## src/rtl/bcd_serial_addsub.sv

```systemverilog
// Digit-serial packed-BCD adder/subtractor: one digit per clock, least significant digit first.
// Subtraction adds the nines' complement of b with a forced carry-in, giving tens' complement plus borrow.
module bcd_serial_addsub #(
  parameter int DIGITS = 4
) (
  input  logic                  clk,
  input  logic                  rst_b,
  input  logic                  start,
  input  logic                  op,
  input  logic                  cin,
  input  logic [4*DIGITS-1:0]   a,
  input  logic [4*DIGITS-1:0]   b,
  output logic [4*DIGITS-1:0]   result,
  output logic                  carry_out,
  output logic                  busy,
  output logic                  done,
  output logic                  invalid
);

  localparam int W     = 4 * DIGITS;
  localparam int IDX_W = (DIGITS > 1) ? $clog2(DIGITS) : 1;
  localparam logic [IDX_W-1:0] LAST_IDX = IDX_W'(DIGITS - 1);

  localparam logic [0:0] S_IDLE = 1'b0;
  localparam logic [0:0] S_RUN  = 1'b1;

  logic [0:0]       state_q, state_d;
  logic [IDX_W-1:0] idx_q, idx_d;
  logic             c_q, c_d;
  logic             op_q, op_d;
  logic [W-1:0]     a_sh_q, a_sh_d;
  logic [W-1:0]     b_sh_q, b_sh_d;
  logic [W-1:0]     result_q, result_d;
  logic             carry_q, carry_d;
  logic             done_q, done_d;
  logic             invalid_q, invalid_d;

  logic [3:0]       bd;
  logic [4:0]       sum;

  function automatic logic has_bad_digit(input logic [W-1:0] v);
    logic bad;
    bad = 1'b0;
    for (int i = 0; i < DIGITS; i++) begin
      if (v[4*i +: 4] > 4'd9) bad = 1'b1;
    end
    return bad;
  endfunction

  // Returns {carry, digit}; inputs are valid BCD digits so t never exceeds 19.
  function automatic logic [4:0] bcd_digit_add(input logic [3:0] ad, input logic [3:0] bdig,
                                               input logic c);
    logic [4:0] t;
    logic [4:0] t_adj;
    t     = {1'b0, ad} + {1'b0, bdig} + {4'b0000, c};
    t_adj = t - 5'd10;
    if (t > 5'd9) return {1'b1, t_adj[3:0]};
    return {1'b0, t[3:0]};
  endfunction

  assign bd  = op_q ? (4'd9 - b_sh_q[3:0]) : b_sh_q[3:0];
  assign sum = bcd_digit_add(a_sh_q[3:0], bd, c_q);

  always_comb begin
    state_d   = state_q;
    idx_d     = idx_q;
    c_d       = c_q;
    op_d      = op_q;
    a_sh_d    = a_sh_q;
    b_sh_d    = b_sh_q;
    result_d  = result_q;
    carry_d   = carry_q;
    done_d    = 1'b0;
    invalid_d = invalid_q;

    case (state_q)
      S_IDLE: begin
        if (start) begin
          a_sh_d = a;
          b_sh_d = b;
          op_d   = op;
          if (has_bad_digit(a) || has_bad_digit(b)) begin
            done_d    = 1'b1;
            invalid_d = 1'b1;
            result_d  = '0;
            carry_d   = 1'b0;
          end else begin
            state_d   = S_RUN;
            invalid_d = 1'b0;
            idx_d     = '0;
            c_d       = op | cin;
          end
        end
      end
      S_RUN: begin
        result_d[{idx_q, 2'b00} +: 4] = sum[3:0];
        c_d    = sum[4];
        a_sh_d = a_sh_q >> 4;
        b_sh_d = b_sh_q >> 4;
        idx_d  = idx_q + 1'b1;
        if (idx_q == LAST_IDX) begin
          state_d = S_IDLE;
          done_d  = 1'b1;
          carry_d = op_q ? ~sum[4] : sum[4];
        end
      end
      default: state_d = S_IDLE;
    endcase
  end

  always_ff @(posedge clk) begin
    if (!rst_b) begin
      state_q   <= S_IDLE;
      idx_q     <= '0;
      c_q       <= 1'b0;
      result_q  <= '0;
      carry_q   <= 1'b0;
      done_q    <= 1'b0;
      invalid_q <= 1'b0;
    end else begin
      state_q   <= state_d;
      idx_q     <= idx_d;
      c_q       <= c_d;
      result_q  <= result_d;
      carry_q   <= carry_d;
      done_q    <= done_d;
      invalid_q <= invalid_d;
    end
  end

  // Operand shift registers carry only data and need no reset.
  always_ff @(posedge clk) begin
    a_sh_q <= a_sh_d;
    b_sh_q <= b_sh_d;
    op_q   <= op_d;
  end

  assign result    = result_q;
  assign carry_out = carry_q;
  assign busy      = (state_q == S_RUN);
  assign done      = done_q;
  assign invalid   = invalid_q;

endmodule

```

## config.mk

```make
export PLATFORM = sky130hd
export DESIGN_NAME = bcd_serial_addsub
export DESIGN_NICKNAME = d
export VERILOG_FILES = /design/src/rtl/bcd_serial_addsub.sv
export SDC_FILE = /design/constraint.sdc
export NUM_CORES = 1
export LEC_CHECK = 0
export BUFFER_PORTS_ARGS = -buffer_cell sky130_fd_sc_hd__buf_2
export CORE_MARGIN = 4
export CORE_UTILIZATION = 50
export DETAILED_ROUTE_END_ITERATION = 10
export GPL_TIMING_DRIVEN = 0
export PLACE_DENSITY_LB_ADDON = 0.2
export SETUP_SLACK_MARGIN = 0.1
export SYNTH_ARGS = -nofsm -noshare
export SYNTH_HDL_FRONTEND = slang
export SYNTH_SLANG_ARGS = --single-unit
```

## constraint.sdc

```tcl
create_clock -name clk -period 3.5 [get_ports clk]
set_input_delay 0.875 -clock clk [delete_from_list [all_inputs] [get_ports clk]]
set_output_delay 0.875 -clock clk [all_outputs]
set_load 0.005 [all_outputs]
```

==> results of run 1 <==
[layer usage]
metal | global-route usage (%) | up-vias | part of all wire (%)
met3 | 4.04 | 8 | 5.2
met1 | 24.1 | 891 | 46
met2 | 28.3 | 45 | 47
li1 | - | 960 | -
met4 | 6.59 | 0 | 1.6
met5 | 0 | - | 0
[sequential cells by signal (all words and copies together), names as in the netlist]
register	count
carry_out	1
result	16
idx_q	2
op_q	1
busy	1
c_q	1
done	1
b_sh_q	16
invalid	1
a_sh_q	16
[synthesized netlist by cell type (8+ instances only)]
| cell type | count | area [um2] |
|---|---|---|
| edfxtp_1 | 33 | 991 |
| ha_1 | 9 | 113 |
| o21ai_0 | 10 | 50.1 |
| mux2_2 | 24 | 270 |
| o21ai_1 | 8 | 40.0 |
| dfxtp_1 | 23 | 460 |
| nand4_1 | 10 | 62.6 |
| nor2_1 | 15 | 56.3 |
| nand3_1 | 12 | 60.1 |
| nand2_1 | 9 | 33.8 |
| nor2b_1 | 11 | 68.8 |
| inv_1 | 17 | 63.8 |
[worst min path at each step]
stage,startpoint,endpoint,depth (start not counted)
2_1_floorplan,result[3],result[3],2
3_3_place_gp,result[3],result[3],2
3_5_place_dp,result[3],result[3],2
4_1_cts,result[3],result[3],2
5_1_grt,result[3],result[3],2
6_report,result[3],result[3],2
[critical path, stage by stage (launching register included)]
cell and delay [ns]:
edfxtp_1 0.49, xnor2_1 0.23, fa_1 0.23, inv_1 0.06
fa_1 0.39, xnor2_1 0.19, ha_1 0.26, a22oi_2 0.26
o21bai_1 0.10, a31oi_1 0.43, o22ai_1 0.16
[layout make-up]
cell class,instances,area (um2)
sequential,56,1450
clock buffer,6,72.6
tap,70,87.6
multi-input combinational,148,1090
fill,468,2020
inverter,17,63.8
timing repair buffer,56,280
clock inverter,1,5.00
buffer,8,31.3
[per-stage QoR]
stage | cells | cell area, um2 | worst slack [ns]
floorplan | 229 | 2640 | 0.887
global placement | 355 | 3010 | 0.611
detailed placement | 355 | 3010 | 0.595
CTS | 362 | 3090 | 0.563
global route | 362 | 3090 | 0.336
finish | 362 | 3090 | 0.586
[logic make-up after synthesis]
family | share of synthesized area [%]
muxes | 10.8
xor gates and xnor gates | 1.33
and+or+nand+nor | 11.9
buffers and inverters | 3.60
DFF | 55.0
adders and majority gates | 5.78
AOI/OAI and AO/OA | 11.6
[report_power, final]
part	switching [mW]	internal, mW	leakage [nW]
combinational	0.116	0.0910	0.674
sequential	0.00859	0.727	0.509
clock	0.194	0.137	0.0410
==> metrics, run 1 <==
run status=finished clean; syn_nets=277; # Post-CTS Setup Buffers=0; CTS Buffer Depth=2; CP Max Fanout=6; Die Ht=80.7 um; CP endpoint kind=flip-flop; drt first pass iters=4; CP Launch Point=op_q; gpl congestion=0.813; clk_skew=0.00297 ns; distinct cell type count after synthesis=35; Max-cap violations=0; Finished Core Util=60.4%; most frequent cells in the layout=buf_2 (57), edfxtp_1 (33), mux2_2 (24), dfxtp_1 (23), inv_1 (17); first-pass GRT wire length=8890 um; Initial Util=51.7%; Tot GR Track Use=17.9%; Seq/Total Area, Yosys=55.0%; Std-Cell Rows=26; CTS Root Buffer Type=clkbuf_8; total clock buffers created by CTS=5; vias post-DR=1904; R2R depth=10; per-cell routed wire length=14.4 um; Die W=80.7 um; Antenna Nets Post-Route=0; Core Box Area=0.00511 mm2; Critical Path RT=3.68 ns; commonest non-fill, non-tap cell in the layout=buf_2; H-tree depth=2; setup violators final=0; leak pwr=1.22 nW; Arrival @ worst endpoint=3.09 ns; area delta synth->final=16.9%; Least-Margin Pin Slew=1.29 ns; Final Hold Viols=0; initial antenna violation count=0; Worst Hold Class=flip-flop to flip-flop; Ports=57; routed vias/inst=5.26; critical path startpoint category=flip-flop; r2r endpoint=result[3]; # clock sinks=56; top achievable clock speed=343 MHz; Iteration-0 DRC Markers=92; Worst R2R Start=op_q; unrepaired setup endpoints after global routing=false; Ys Warns=0; clk_lat worst skew=0.30 ns; setup TNS=0 ns; Final period util=83.3%; port bufs=56; Post-DP HPWL=3940 um; DRT Wirelength=5220 um; synthesized flop and latch total=56; ys async rst share=0%; Worst slew margin=14.0%; CTS tree=done; worst reg2reg setup slack=0.59 ns; CTS Hold Bufs=0; diodes inserted=0; clock transition at the registers of the reported paths=0.09 ns; global route total overflow=0; post-cts sizing count=0; Primary FF master, synth=edfxtp_1; WHS=0.461 ns; die area=0.00651 mm2; synthesized instance count=229; # nets final=340; vias in the first global route=1863; Post-Syn Area=0.00264 mm2; DRC Markers=0; Peak VDD IR=0.253 mV; total power=1.27 mW; PwrDens=413 mW/mm2; Tmin final=2.91 ns; largest net degree at the start of global routing=33; CP Class=flip-flop to flip-flop; Post-synth EDFFs=33; fin. max-slew vios=0; layout cell share with drive strength beyond 1=31.5%; Synth Area per Inst=11.5 um2; CP endpoint=result[3]
Note: power is estimated with default switching activity, not from simulation.
==> run 2, diff against run 1 <==
Settings changed: ABC_AREA set to 1, CORE_UTILIZATION 50 to 49.
Clock period 3.5 ns to 2.4 ns, I/O delays scaled along.
==> run 2 against run 1 <==
- die area grew 7.4%
- highest routed layer unchanged
- the run now ends with setup timing left
- clock power grew 48%
- clock skew grew 0.0071 ns
- global-route usage shrank 0.20 points
- utilization grew 1.4 points
==> metrics, run 2 <==
run status=finished, violations left (was finished clean); failing checks=setup timing; Finished Core Util=61.8% (was 60.4%); # clock sinks=56 (unchanged); total clock buffers created by CTS=5 (unchanged); xor/xnor share of the synthesized area=0.625% (was 1.33%); NetSw=0.545 mW (was 0.319 mW); Flop pwr share=54.6% (was 57.7%); Final period util=111% (was 83.3%); CP top delay family=adder cells (was compound AO/OA/AOI/OAI gates); Cell Count, Final, Fillers Out=473 (was 362); top post-synthesis cells by area=edfxtp_1 (35%), dfxtp_1 (16%), nand2_1 (13%) (was edfxtp_1 (38%), dfxtp_1 (17%), mux2_2 (10%)); CTS tree=done (unchanged); DRT Wirelength=6060 um (was 5220 um); layout cell share with drive strength beyond 1=27.4% (was 31.5%); Sequential cell area=0.00145 mm2 (unchanged); Synth Area per Inst=8.54 um2 (was 11.5 um2); Seq/Total Area, Yosys=51.8% (was 55.0%); Tmin final=2.67 ns (was 2.91 ns); ys async rst share=0% (unchanged); post-synthesis compound-gate area fraction=8.17% (was 11.6%); most frequent cell after synthesis=nand2_1 (was edfxtp_1); distinct cell type count after synthesis=33 (was 35); Ys Warns=0 (unchanged); Critical Path RT=2.57 ns (was 3.68 ns); Final Hold Viols=0 (unchanged); Core Box Area=0.00554 mm2 (was 0.00511 mm2); area taken by multi-input logic gates=0.00123 mm2 (was 0.00109 mm2); per-cell routed wire length=12.8 um (was 14.4 um); drt first pass iters=4 (unchanged); Worst Hold Class=flip-flop to flip-flop (unchanged); clk_skew=0.0101 ns (was 0.00297 ns); Worst slew margin=52.8% (was 14.0%); setup TNS=-2.81 ns (was 0 ns); CP Class=flip-flop to flip-flop (unchanged); Arrival @ worst endpoint=2.84 ns (was 3.09 ns); clk_lat worst skew=0.31 ns (was 0.30 ns); Power Internal=1.42 mW (was 0.955 mW); post-route cell area=0.00342 mm2 (was 0.00309 mm2); fin. max-slew vios=0 (unchanged); CP endpoint kind=flip-flop (unchanged); Post-DP Area=0.00320 mm2 (was 0.00301 mm2); first-pass GRT wire length=10100 um (was 8890 um); initial antenna violation count=0 (unchanged); syn_nets=376 (was 277); port bufs=56 (unchanged); Die Ht=83.6 um (was 80.7 um); synth cell count leaders=nand2_1 (94), inv_1 (38), edfxtp_1 (33) (was edfxtp_1 (33), mux2_2 (24), dfxtp_1 (23)); vias post-DR=2370 (was 1904); max incr delay on CP=0.50 ns (was 0.49 ns); largest family of logic cells by synthesized area=simple AND/OR/NAND/NOR gates (unchanged); CTS Root Buffer Type=clkbuf_8 (unchanged); Primary FF master, synth=edfxtp_1 (unchanged); global route total overflow=0 (unchanged); PwrDens=574 mW/mm2 (was 413 mW/mm2); CP Launch Point=op_q (unchanged); unrepaired setup endpoints after global routing=true (was false); vias in the first global route=2295 (was 1863); final worst slack=-0.270 ns (was 0.586 ns); combinational fraction of design power=20.5% (was 16.3%); Post-Syn Area=0.00280 mm2 (was 0.00264 mm2); setup violators final=14 (was 0); clock transition at the registers of the reported paths=0.09 ns (about the same); slowest CP cell=edfxtp_1 (unchanged); gpl congestion=0.850 (was 0.813); Worst R2R Start=op_q (unchanged); H-tree depth=2 (unchanged); diodes inserted=0 (unchanged); Tot GR Track Use=17.8% (was 17.9%); Max-cap violations=0 (unchanged); CP Max Fanout=6 (unchanged); CTS Buffer Depth=2 (unchanged); area delta synth->final=22.2% (was 16.9%); die area=0.00699 mm2 (was 0.00651 mm2); synthesized flop and latch total=56 (unchanged); top achievable clock speed=375 MHz (was 343 MHz); largest net degree at the start of global routing=34 (was 33); # fillers=525 (was 468); commonest non-fill, non-tap cell in the layout=nand2_1 (was buf_2); synthesized instance count=328 (was 229); Post-synth EDFFs=33 (unchanged); Synth Area in Simple Gates=26.8% (was 11.9%); cell chain of the critical path=xnor2_2, fa_2, inv_2, fa_2, inv_2, ha_4, nand2_2, a21boi_2, nand2_2, nand2_4, or2_0, nand3_1, a21oi_2 (was xnor2_1, fa_1, inv_1, fa_1, xnor2_1, ha_1, a22oi_2, o21bai_1, a31oi_1, o22ai_1); placed cells=456 (was 355); Min-Delay Startpoint=result[12] (was result[3]); Switching Share=27.8% (was 25.0%); Antenna Nets Post-Route=0 (unchanged); Die W=83.6 um (was 80.7 um); adder-cell area share of the yosys netlist=5.45% (was 5.78%); most frequent cells in the layout=nand2_1 (93), buf_2 (58), inv_1 (37), edfxtp_1 (33), dfxtp_1 (23) (was buf_2 (57), edfxtp_1 (33), mux2_2 (24), dfxtp_1 (23), inv_1 (17)); Synth area leader=edfxtp_1 (unchanged); Initial Util=50.6% (was 51.7%); Critical path buffers and inverters=2 (was 1); routed vias/inst=5.01 (was 5.26); multiplexer share of the synthesized area=0% (was 10.8%); # nets final=448 (was 340); Clk pwr share=24.9% (was 26.0%); Synth top area share=35.4% (was 37.5%); leak pwr=1.57 nW (was 1.22 nW); Post-DP HPWL=4490 um (was 3940 um); Iteration-0 DRC Markers=125 (was 92); DRC Markers=0 (unchanged); Peak VDD IR=0.300 mV (was 0.253 mV); total power=1.96 mW (was 1.27 mW); Std-Cell Rows=27 (was 26); Ports=57 (unchanged); critical path startpoint category=flip-flop (unchanged); Least-Margin Pin Slew=0.706 ns (was 1.29 ns)
[run 2: cell count changes after synthesis, moves of 11 or more]
cell,before,now
nand2_1,9,94
mux2_2,24,0
inv_1,17,38
a21oi_1,7,22
nand3_1,12,24
nor2b_1,11,0
[run 2: logic make-up (layout without fill, tap and decap cells)]
group | after synthesis | in the layout
xor gates and xnor gates | 2 | 2
adders and majority gates | 11 | 11
AOI/OAI and AO/OA | 41 | 41
and+or+nand+nor | 166 | 166
DFF | 56 | 56
buffers and inverters | 52 | 125
[run 2: worst min-delay path: stages (launching register included)]
cell and delay (ns):
dfxtp_1 0.32, nand2_1 0.06, a21oi_1 0.05
[run 2: metal layers]
metal	GRT usage [%]	up-vias	routed length, um
met5	0	-	0
met4	4.68	0	38
met3	3.95	4	350
met2	29.4	61	3000
met1	23.5	1094	2660
li1	-	1211	-
[run 2: what timing repair did]
item                       in CTS  in global routing
resized for setup               7                  6
gates cloned                    0                  0
pin swaps                       6                  2
hold buffers                    0                  0
setup buffers                   6                  2
setup endpoints to repair      14                 14
[run 2: layout make-up]
cell class                      instances  share of cell area [%]
Buffer                                 10                    1.28
Tap cell                               72                    2.63
Sequential cell                        56                    42.4
Timing Repair Buffer                   65                    10.7
Clock inverter                          3                   0.402
Multi-Input combinational cell        220                    36.0
Clock buffer                            5                    2.01
Inverter                               42                    4.60
[run 2: through the flow]
step                      setup WS (ns)  hold WS (ns)
after floorplan                 -0.0558         0.455
after global placement           -0.302         0.450
after detailed placement         -0.364         0.455
after CTS                        -0.233         0.469
after global routing             -0.389         0.478
final                            -0.270         0.467
[run 2: path summary, 6_finish.rpt]
| check | to | slack (ns) | depth (start not counted) |
|---|---|---|---|
| max reg2reg | carry_out | -0.27 | 13 |
| min | result[12] | 0.47 | 2 |
| max | carry_out | -0.27 | 13 |
| min reg2reg | result[12] | 0.47 | 2 |
[run 2: power by group through the flow]
stage | Combinational (mW) | Sequential (mW) | Clock, mW
floorplan | 0.245 | 1.09 | 0
CTS | 0.383 | 1.07 | 0.500
detailed placement | 0.335 | 1.10 | 0
finish | 0.402 | 1.07 | 0.489
global placement | 0.326 | 1.09 | 0
global route | 0.447 | 1.08 | 0.542
==> run 3, diff against run 2 <==
Settings changed: CORE_UTILIZATION 49 to 38.
==> run 3 against run 2 <==
- the flow still finishes with violations (setup timing)
- total power up 8.7%
- cell count up 5.9%
- critical path depth up 2
- hold slack better by 0.00086 ns
- largest cell class unchanged
- first-iteration DRC count down 85%
- largest power group unchanged
- non-clock buffer count up 1
- critical endpoint is now result[7]
- sequential share of layout area down 0.83 points
- register-to-register slack better by 0.07 ns
==> metrics, run 3 (synthesis results as in run 2) <==
Initial Util=38.8% (was 50.6%); Core Box Area=0.00721 mm2 (was 0.00554 mm2); CTS Root Buffer Type=clkbuf_8 (unchanged); CP Class=flip-flop to flip-flop (unchanged); PwrDens=611 mW/mm2 (was 574 mW/mm2); DRC Markers=0 (unchanged); Final Hold Viols=0 (unchanged); vias post-DR=2307 (was 2370); diodes inserted=0 (unchanged); top achievable clock speed=385 MHz (was 375 MHz); initial antenna violation count=0 (unchanged); total power=2.13 mW (was 1.96 mW); area delta synth->final=24.7% (was 22.2%); # clock sinks=56 (unchanged); port bufs=56 (unchanged); R2R depth=15 (was 13); Worst R2R Start=op_q (unchanged); Ports=57 (unchanged); # fillers=754 (was 525); Peak VDD IR=0.275 mV (was 0.300 mV); Die Ht=93.9 um (was 83.6 um); Arrival @ worst endpoint=2.84 ns (about the same); CTS tree=done (unchanged); layout cell share with drive strength beyond 1=28.6% (was 27.4%); Least-Margin Pin Slew=0.744 ns (was 0.706 ns); Std-Cell Rows=31 (was 27); most frequent cells in the layout=nand2_1 (89), buf_2 (58), inv_1 (37), edfxtp_1 (33) (was nand2_1 (93), buf_2 (58), inv_1 (37), edfxtp_1 (33), dfxtp_1 (23)); Tot GR Track Use=14.3% (was 17.8%); Final period util=108% (was 111%); # nets final=449 (was 448); first-pass GRT wire length=9890 um (was 10100 um); total clock buffers created by CTS=5 (unchanged); r2r endpoint=result[7] (was carry_out); Post-DP HPWL=4570 um (was 4490 um); worst reg2reg setup slack=-0.20 ns (was -0.27 ns); setup violators final=14 (unchanged); failing checks=setup timing (unchanged); Max-cap violations=0 (unchanged); Worst Hold Class=flip-flop to flip-flop (unchanged); commonest non-fill, non-tap cell in the layout=nand2_1 (unchanged); post-route cell area=0.00349 mm2 (was 0.00342 mm2); drt first pass iters=6 (was 4); Iteration-0 DRC Markers=19 (was 125); gpl congestion=0.783 (was 0.850); final worst slack=-0.195 ns (was -0.270 ns); per-cell routed wire length=12.0 um (was 12.8 um); clk_lat worst skew=0.31 ns (about the same); CP endpoint=result[7] (was carry_out); die area=0.00881 mm2 (was 0.00699 mm2); WHS=0.468 ns (was 0.467 ns); largest net degree at the start of global routing=34 (unchanged); routed vias/inst=4.60 (was 5.01); run status=finished, violations left (unchanged); clock transition at the registers of the reported paths=0.11 ns (was 0.09 ns); Critical Path RT=2.65 ns (was 2.57 ns); fin. max-slew vios=0 (unchanged); global route total overflow=0 (unchanged); Post-DP Area=0.00323 mm2 (was 0.00320 mm2); H-tree depth=2 (unchanged); clk_skew=0.0146 ns (was 0.0101 ns); CTS Buffer Depth=2 (unchanged); vias in the first global route=2263 (was 2295); Tmin final=2.60 ns (was 2.67 ns); DRT Wirelength=6010 um (was 6060 um); CP endpoint kind=flip-flop (unchanged); critical path startpoint category=flip-flop (unchanged); Finished Core Util=48.4% (was 61.8%); Antenna Nets Post-Route=0 (unchanged); CP Max Fanout=6 (unchanged); CP Launch Point=op_q (unchanged); Worst slew margin=50.3% (was 52.8%); Die W=93.9 um (was 83.6 um); leak pwr=1.59 nW (was 1.57 nW); unrepaired setup endpoints after global routing=true (unchanged)
## run 3: changes by cell type in the layout (fill, tap and decap cells not counted), sizes merged
cell / change
clkbuf: +1
clkinv: -1
clkinvlp: -1
buf: +1
bufinv: +1
## run 3: through the flow
| stage | TNS, ns | worst slack (ns) | instances |
|---|---|---|---|
| after CTS | -3.34 | -0.279 | 500 |
| after global placement | -3.17 | -0.288 | 483 |
| after global routing | -4.62 | -0.364 | 501 |
| after detailed placement | -4.75 | -0.394 | 483 |
| after floorplan | -0.261 | -0.0558 | 328 |
| final | -2.13 | -0.195 | 501 |
## run 3: power breakdown
group          switching, mW  internal, mW  total [mW]
logic                  0.240         0.169       0.408
clock network          0.313         0.342       0.655
registers             0.0121          1.06        1.07
## run 3: repair_timing
item	in CTS	in global routing
hold buffers	0	0
buffers inserted	9	1
setup endpoints to repair	15	14
resized for setup	5	12
hold endpoints to repair	0	0
pin swaps	11	9
## run 3: cell type report
class                   count  area, um2  share of cell area (%)
well taps                  99        124                    3.55
clock inverters             2       38.8                    1.11
inverters                  42        158                    4.51
multi-input cells         220       1240                    35.5
repair buffers             66        355                    10.2
flip-flops and latches     56       1450                    41.5
plain buffers              10       43.8                    1.25
clock buffers               6       82.6                    2.36
## run 3: worst min-delay path by stage
stage | start | end | slack (ns) | depth (start not counted)
6_report | result[13] | result[13] | 0.47 | 2
5_1_grt | op | op_q | 0.46 | 1
4_1_cts | op | op_q | 0.46 | 1
3_5_place_dp | result[14] | result[14] | 0.46 | 2
3_3_place_gp | result[12] | result[12] | 0.45 | 2
2_1_floorplan | result[12] | result[12] | 0.46 | 2
## run 3: per-layer routing
metal / GRT usage, % / routed length, um
met4: 5.42 / 93
met3: 2.88 / 223
met2: 24.2 / 2970
met5: 0 / 0
met1: 17.8 / 2720
## run 3: critical path: stages, from the launching register on
cell      delay, ns
edfxtp_1       0.48
xnor2_2        0.18
fa_2           0.35
inv_2          0.07
fa_2           0.44
inv_2          0.09
ha_4           0.13
nand2_2        0.04
a21boi_2       0.15
nand2_2        0.10
nand2_4        0.10
nand2_4        0.10
nand4_4        0.09
nor2_2         0.12
nor2_1         0.04
nor2_1         0.07
